$ cat src/rtl/ps2_host_tx.sv
// Host-to-device PS/2 transmitter: inhibit, request-to-send, shift byte/parity/stop on
// device clock falls, then check the device ACK. Drives open-drain pull-low enables only.
module ps2_host_tx #(
    parameter int INHIBIT_CYCLES = 2500,
    parameter int TIMEOUT_CYCLES = 375000,
    parameter int CNT_W          = 19
) (
    input  logic       clk,
    input  logic       reset,
    input  logic       ps2c_in,
    input  logic       ps2d_in,
    output logic       ps2c_oe,
    output logic       ps2d_oe,
    input  logic [7:0] tx_data,
    input  logic       tx_start,
    output logic       tx_busy,
    output logic       tx_done,
    output logic       tx_err,
    output logic [1:0] err_code
);

    typedef enum logic [2:0] {
        S_IDLE, S_INHIBIT, S_REQ, S_SHIFT, S_ACK, S_WAIT_IDLE, S_DONE
    } state_t;

    localparam logic [CNT_W-1:0] INH_LAST = CNT_W'(INHIBIT_CYCLES - 1);
    localparam logic [CNT_W-1:0] INH_PRE  = CNT_W'(INHIBIT_CYCLES - 2);
    localparam logic [CNT_W-1:0] TO_LAST  = CNT_W'(TIMEOUT_CYCLES - 1);
    localparam logic [CNT_W-1:0] CNT_MAX  = '1;
    localparam logic [1:0]       ERR_TO   = 2'b01;
    localparam logic [1:0]       ERR_NACK = 2'b10;

    state_t           r_state, w_state;
    logic             r_c_meta, r_c_sync, r_c_prev;
    logic             r_d_meta, r_d_sync;
    logic [9:0]       r_shreg, w_shreg;
    logic [3:0]       r_bitcnt, w_bitcnt;
    logic [CNT_W-1:0] r_cnt, w_cnt;
    logic             r_c_oe, w_c_oe;
    logic             r_d_oe, w_d_oe;
    logic             r_busy, w_busy;
    logic             r_done, w_done;
    logic             r_err, w_err;
    logic [1:0]       r_err_code, w_err_code;

    logic             w_fall;
    logic [CNT_W-1:0] w_cnt_inc;
    logic [3:0]       w_bitcnt_inc;

    assign w_fall       = r_c_prev & ~r_c_sync;
    assign w_cnt_inc    = (r_cnt == CNT_MAX) ? r_cnt : r_cnt + 1'b1;
    assign w_bitcnt_inc = (r_bitcnt == 4'hF) ? r_bitcnt : r_bitcnt + 4'd1;

    always_ff @(posedge clk or negedge reset) begin
        if (!reset) begin
            r_c_meta   <= 1'b1;
            r_c_sync   <= 1'b1;
            r_c_prev   <= 1'b1;
            r_d_meta   <= 1'b1;
            r_d_sync   <= 1'b1;
            r_state    <= S_IDLE;
            r_shreg    <= '0;
            r_bitcnt   <= '0;
            r_cnt      <= '0;
            r_c_oe     <= 1'b0;
            r_d_oe     <= 1'b0;
            r_busy     <= 1'b0;
            r_done     <= 1'b0;
            r_err      <= 1'b0;
            r_err_code <= 2'b00;
        end else begin
            r_c_meta   <= ps2c_in;
            r_c_sync   <= r_c_meta;
            r_c_prev   <= r_c_sync;
            r_d_meta   <= ps2d_in;
            r_d_sync   <= r_d_meta;
            r_state    <= w_state;
            r_shreg    <= w_shreg;
            r_bitcnt   <= w_bitcnt;
            r_cnt      <= w_cnt;
            r_c_oe     <= w_c_oe;
            r_d_oe     <= w_d_oe;
            r_busy     <= w_busy;
            r_done     <= w_done;
            r_err      <= w_err;
            r_err_code <= w_err_code;
        end
    end

    always_comb begin
        w_state    = r_state;
        w_shreg    = r_shreg;
        w_bitcnt   = r_bitcnt;
        w_cnt      = r_cnt;
        w_c_oe     = r_c_oe;
        w_d_oe     = r_d_oe;
        w_done     = 1'b0;
        w_err      = 1'b0;
        w_err_code = r_err_code;

        case (r_state)
            S_IDLE, S_DONE: begin
                w_c_oe = 1'b0;
                w_d_oe = 1'b0;
                if (r_state == S_DONE) w_state = S_IDLE;
                if (tx_start) begin
                    w_shreg    = {1'b1, ~^tx_data, tx_data};
                    w_bitcnt   = '0;
                    w_cnt      = '0;
                    w_c_oe     = 1'b1;
                    w_d_oe     = (INHIBIT_CYCLES == 1);
                    w_err_code = 2'b00;
                    w_state    = S_INHIBIT;
                end
            end
            S_INHIBIT: begin
                // Outputs are registered, so the start bit is set one cycle ahead.
                if (r_cnt == INH_LAST) begin
                    w_cnt   = '0;
                    w_c_oe  = 1'b0;
                    w_d_oe  = 1'b1;
                    w_state = S_REQ;
                end else begin
                    w_cnt = w_cnt_inc;
                    if (r_cnt == INH_PRE) w_d_oe = 1'b1;
                end
            end
            S_REQ, S_SHIFT, S_ACK, S_WAIT_IDLE: begin
                if (w_fall) begin
                    w_cnt = '0;
                    if (r_state == S_ACK) begin
                        if (!r_d_sync) begin
                            w_state = S_WAIT_IDLE;
                        end else begin
                            w_err      = 1'b1;
                            w_err_code = ERR_NACK;
                            w_state    = S_IDLE;
                        end
                    end else if (r_state != S_WAIT_IDLE) begin
                        // The REQ fall is the one that drives d0; fall 10 drives the stop bit.
                        w_d_oe   = ~r_shreg[0];
                        w_shreg  = {1'b0, r_shreg[9:1]};
                        w_bitcnt = w_bitcnt_inc;
                        w_state  = (w_bitcnt_inc >= 4'd10) ? S_ACK : S_SHIFT;
                    end
                end else if (r_state == S_WAIT_IDLE && r_c_sync && r_d_sync) begin
                    w_cnt   = '0;
                    w_done  = 1'b1;
                    w_state = S_DONE;
                end else if (r_cnt == TO_LAST) begin
                    w_cnt      = '0;
                    w_c_oe     = 1'b0;
                    w_d_oe     = 1'b0;
                    w_err      = 1'b1;
                    w_err_code = ERR_TO;
                    w_state    = S_IDLE;
                end else begin
                    w_cnt = w_cnt_inc;
                end
            end
            default: begin
                w_c_oe  = 1'b0;
                w_d_oe  = 1'b0;
                w_state = S_IDLE;
            end
        endcase

        w_busy = (w_state != S_IDLE) && (w_state != S_DONE);
    end

    assign ps2c_oe  = r_c_oe;
    assign ps2d_oe  = r_d_oe;
    assign tx_busy  = r_busy;
    assign tx_done  = r_done;
    assign tx_err   = r_err;
    assign err_code = r_err_code;

endmodule
$ cat config.mk
export PLATFORM = sky130hd
export DESIGN_NAME = ps2_host_tx
export DESIGN_NICKNAME = d
export VERILOG_FILES = /design/src/rtl/ps2_host_tx.sv
export SDC_FILE = /design/constraint.sdc
export NUM_CORES = 1
export LEC_CHECK = 0
export CAP_MARGIN = 0
export CORE_UTILIZATION = 30
export CTS_CLUSTER_SIZE = 12
export DETAILED_ROUTE_END_ITERATION = 10
export GPL_TIMING_DRIVEN = 1
export PLACE_DENSITY = 0.43
export SLEW_MARGIN = 20
export SYNTH_ARGS = -nofsm -noshare
export SYNTH_HDL_FRONTEND = slang
export SYNTH_SLANG_ARGS = --single-unit
$ cat constraint.sdc
create_clock -name clk -period 4.3 [get_ports clk]
set_clock_uncertainty 0.05 [all_clocks]
set_input_delay 1.29 -clock clk [delete_from_list [all_inputs] [get_ports clk]]
set_output_delay 1.29 -clock clk [all_outputs]
set_load 0.005 [all_outputs]
==> results.md <==
* Status: finished clean
* FF-to-FF path depth at 7
* Slew @ Worst Pin at 1.02 ns
* DIE HEIGHT at 97.2 um
* Global-route usage over all layers at 14.5%
* MaxCap Viol Count at 0
* Syn Nets at 312
* Max transition margin at 32.1%
* Hold Path End: r_d_sync
* Commonest non-fill, non-tap cell in the layout: dfrtp_1
* Max Clk Rate at 0.356 GHz
* Cells after synthesis at 296
* Register area share after synthesis at 44.4%
* GP Congestion at 0.808
* Sw frac at 23.4%
* Number of synthesized flops with an enable pin at 0
* Initial DRT Pass Iterations at 4
* Setup_tns at 0 ns
* Antenna diode count at 0
* Core area at 8760 sq um
* Hold wc startpoint: r_d_meta
* Clk_lat worst skew at 0.31 ns
* Cts hold-fix bufs at 0
* Worst-path cell chain: clkdlybuf4s50_1, nor2b_1, nor2_1, a21oi_1, buf_4, a21bo_1, a22o_1
* Slew Viols, Final at 0
* Post-Route WL at 6330 um
* Max clock buf depth at 2
* Vias per inst at 5.17
* Vias in the first global route at 2068
* Lkg Pwr at 1.31 nW
* Nets@finish at 326
* Residual DRC at 0
* ANT nets after route at 0
* Highest-count cells in the layout ignoring fill and taps: dfrtp_1, nand2_1, a21oi_1
* Async SR Flop Fraction at 100%
* I/O pins at 20
* Sink Count at 48
* Crit path DAT at 2.96 ns
* Register share of total power at 57.7%
* Synth Warn # at 0
* CP max FO at 18
* Rows at 34
* Final HPWL DP at 4490 um
* Avg Inst Size Synth at 9.19 sq um
* Pwr dens at 257 nW/um^2
* Synth cell types at 62
* First-pass GRT wire length at 11000 um
* GR Overflow Total at 0
* Postcts setup bufs at 0
* Routed WL per cell at 15.1 um
* Worst hold path depth at 0
* Setup slack, reg-to-reg at 1.58 ns
* Initial Util at 31.1%
* Worst-path clk slew at 0.10 ns
* Synthesized area at 2720 sq um
* Worst min-delay path category: register to register
* Layout cells sized above 1 at 10.3%
* Iter 0 DRT Violations at 93
* Worst path slowest cell: clkdlybuf4s50_1
* DP Area at 2990 sq um
* Fin crit share at 65.3%
* CP Capture Type: register
* RSZ-0062 raised after global routing: false
* Die X-Extent at 97.2 um
* Initial antenna violation count at 0
* H-tree depth at 2
* Post-synthesis register bit count at 48
* Worst vdd ir at 0.000126 V
* Startpoint Class: input port
* CP Class: input port to register
* Finished Cell Area at 3080 sq um
* Clock buffer count from CTS at 5
* CTS-repair resized insts at 0
* RR Startpoint: r_cnt[1]
* Critical path data required time at 4.45 ns
* Sw Pwr at 185 uW
* Logic gate share of total power at 5.3%
* Clock network power share at 37.0%
* Final Hold Viols at 0
* Via Count at 2168
* CTS tree: yes
* Pin count of the biggest net entering global routing at 28
* I/O Buffers at 19
* Die area at 9460 sq um
* Layout area overhead at 13.3%
* Primary FF master, synth: dfrtp_1
* Min Clock Period, post-route at 2.81 ns
* Root buf cell: clkbuf_8
* R2R Path End: r_cnt[15]
* Internal power at 606 uW
* Crit-path max cell delay at 0.53 ns
* Setup Viol. Count Final at 0
## layer usage
layer	up-vias	track usage [%]	wire (um)
met4	0	3.73	66
met3	5	2.66	139
met5	-	0	0
li1	1106	-	-
met1	1033	20.8	3270
met2	24	22.4	2860
## power by group through the flow
stage | registers (mW) | logic (mW) | clock network (mW)
after floorplan | 0.465 | 0.0176 | 0
after global placement | 0.466 | 0.0430 | 0
after detailed placement | 0.466 | 0.0434 | 0
after CTS | 0.457 | 0.0436 | 0.308
after global routing | 0.457 | 0.0488 | 0.327
final | 0.457 | 0.0417 | 0.293
## sequential cells by signal, summed over array words and instances, names as in the netlist, 2 cells and up
name	cells
r_state	3
r_bitcnt	4
r_cnt	19
r_shreg	10
err_code	2
## critical path: cells and delay by family
kind | cells | cell delay [ns]
simple gates | 2 | 0.34
buf+inv | 2 | 0.79
compound gates | 3 | 0.53
## stage by stage
stage          hold slack [ns]  setup WS [ns]  util (%)  instances  power, mW
2_1_floorplan            0.295           1.81         -        296      0.483
3_3_place_gp             0.297           1.18      34.1        411      0.509
3_5_place_dp             0.297           1.17      34.1        411      0.509
4_1_cts                  0.312           1.50      35.2        419      0.808
5_1_grt                  0.321           1.34      35.2        419      0.833
6_report                 0.310           1.49      35.2        419      0.791
## layout make-up
type,count,area [sq um]
clock inverter,2,15.0
clock buffer,6,82.6
tap,108,135
timing repair buffer,23,215
multi-input combinational,223,1390
fill,910,5680
sequential,48,1210
inverter,9,33.8
## kinds of logic (layout without fill, tap and decap cells)
| family | Yosys count | in the layout | synth area share [%] |
|---|---|---|---|
| DFF | 48 | 48 | 44.4 |
| AOI/OAI and AO/OA | 83 | 83 | 19.6 |
| buffers and inverters | 25 | 40 | 4.41 |
| xor gates and xnor gates | 10 | 10 | 3.22 |
| muxes | 11 | 11 | 4.14 |
| adders and majority gates | 3 | 3 | 1.38 |
| and+or+nand+nor | 116 | 116 | 22.9 |
## Yosys cell counts (2+ instances only)
| master | n | share of area (%) |
|---|---|---|
| nand4_1 | 7 | 1.6 |
| o21bai_1 | 2 | 0.55 |
| dfstp_2 | 5 | 4.8 |
| nor4b_1 | 2 | 0.64 |
| a41oi_1 | 3 | 0.97 |
| and3_1 | 5 | 1.1 |
| o22ai_1 | 2 | 0.46 |
| or3_1 | 6 | 1.4 |
| a31oi_1 | 12 | 2.8 |
| nand2_1 | 27 | 3.7 |
| nor4_1 | 6 | 1.4 |
| o2111ai_1 | 2 | 0.64 |
| ha_1 | 3 | 1.4 |
| a21boi_0 | 2 | 0.55 |
| buf_4 | 2 | 0.55 |
| nor2_1 | 23 | 3.2 |
| o21ai_1 | 4 | 0.74 |
| or2_2 | 2 | 0.46 |
| a22o_1 | 2 | 0.64 |
| inv_1 | 9 | 1.2 |
| a21oi_1 | 25 | 4.6 |
| nand3_1 | 9 | 1.7 |
| o2bb2ai_1 | 2 | 0.64 |
| mux2i_1 | 9 | 3.3 |
| o21ai_2 | 2 | 0.64 |
| xnor2_1 | 9 | 2.9 |
| nor2b_1 | 2 | 0.46 |
| nand2b_1 | 6 | 1.4 |
| dfrtp_1 | 43 | 40 |
| mux2_2 | 2 | 0.83 |
| nor3_1 | 7 | 1.3 |
| buf_2 | 9 | 1.7 |
| clkbuf_1 | 3 | 0.41 |
| o21ai_0 | 14 | 2.6 |
## how the worst max path moves through the flow
stage                  start         to  cells after the start  slack (ns)
floorplan           tx_start  r_cnt[10]                      5        1.81
global placement    tx_start  r_cnt[17]                      7        1.18
detailed placement  tx_start  r_cnt[17]                      7        1.17
CTS                 tx_start  r_cnt[17]                      7        1.50
global route        r_cnt[0]   r_cnt[8]                      7        1.34
finish              tx_start  r_cnt[17]                      7        1.49
(Power assumes the default switching activity.)
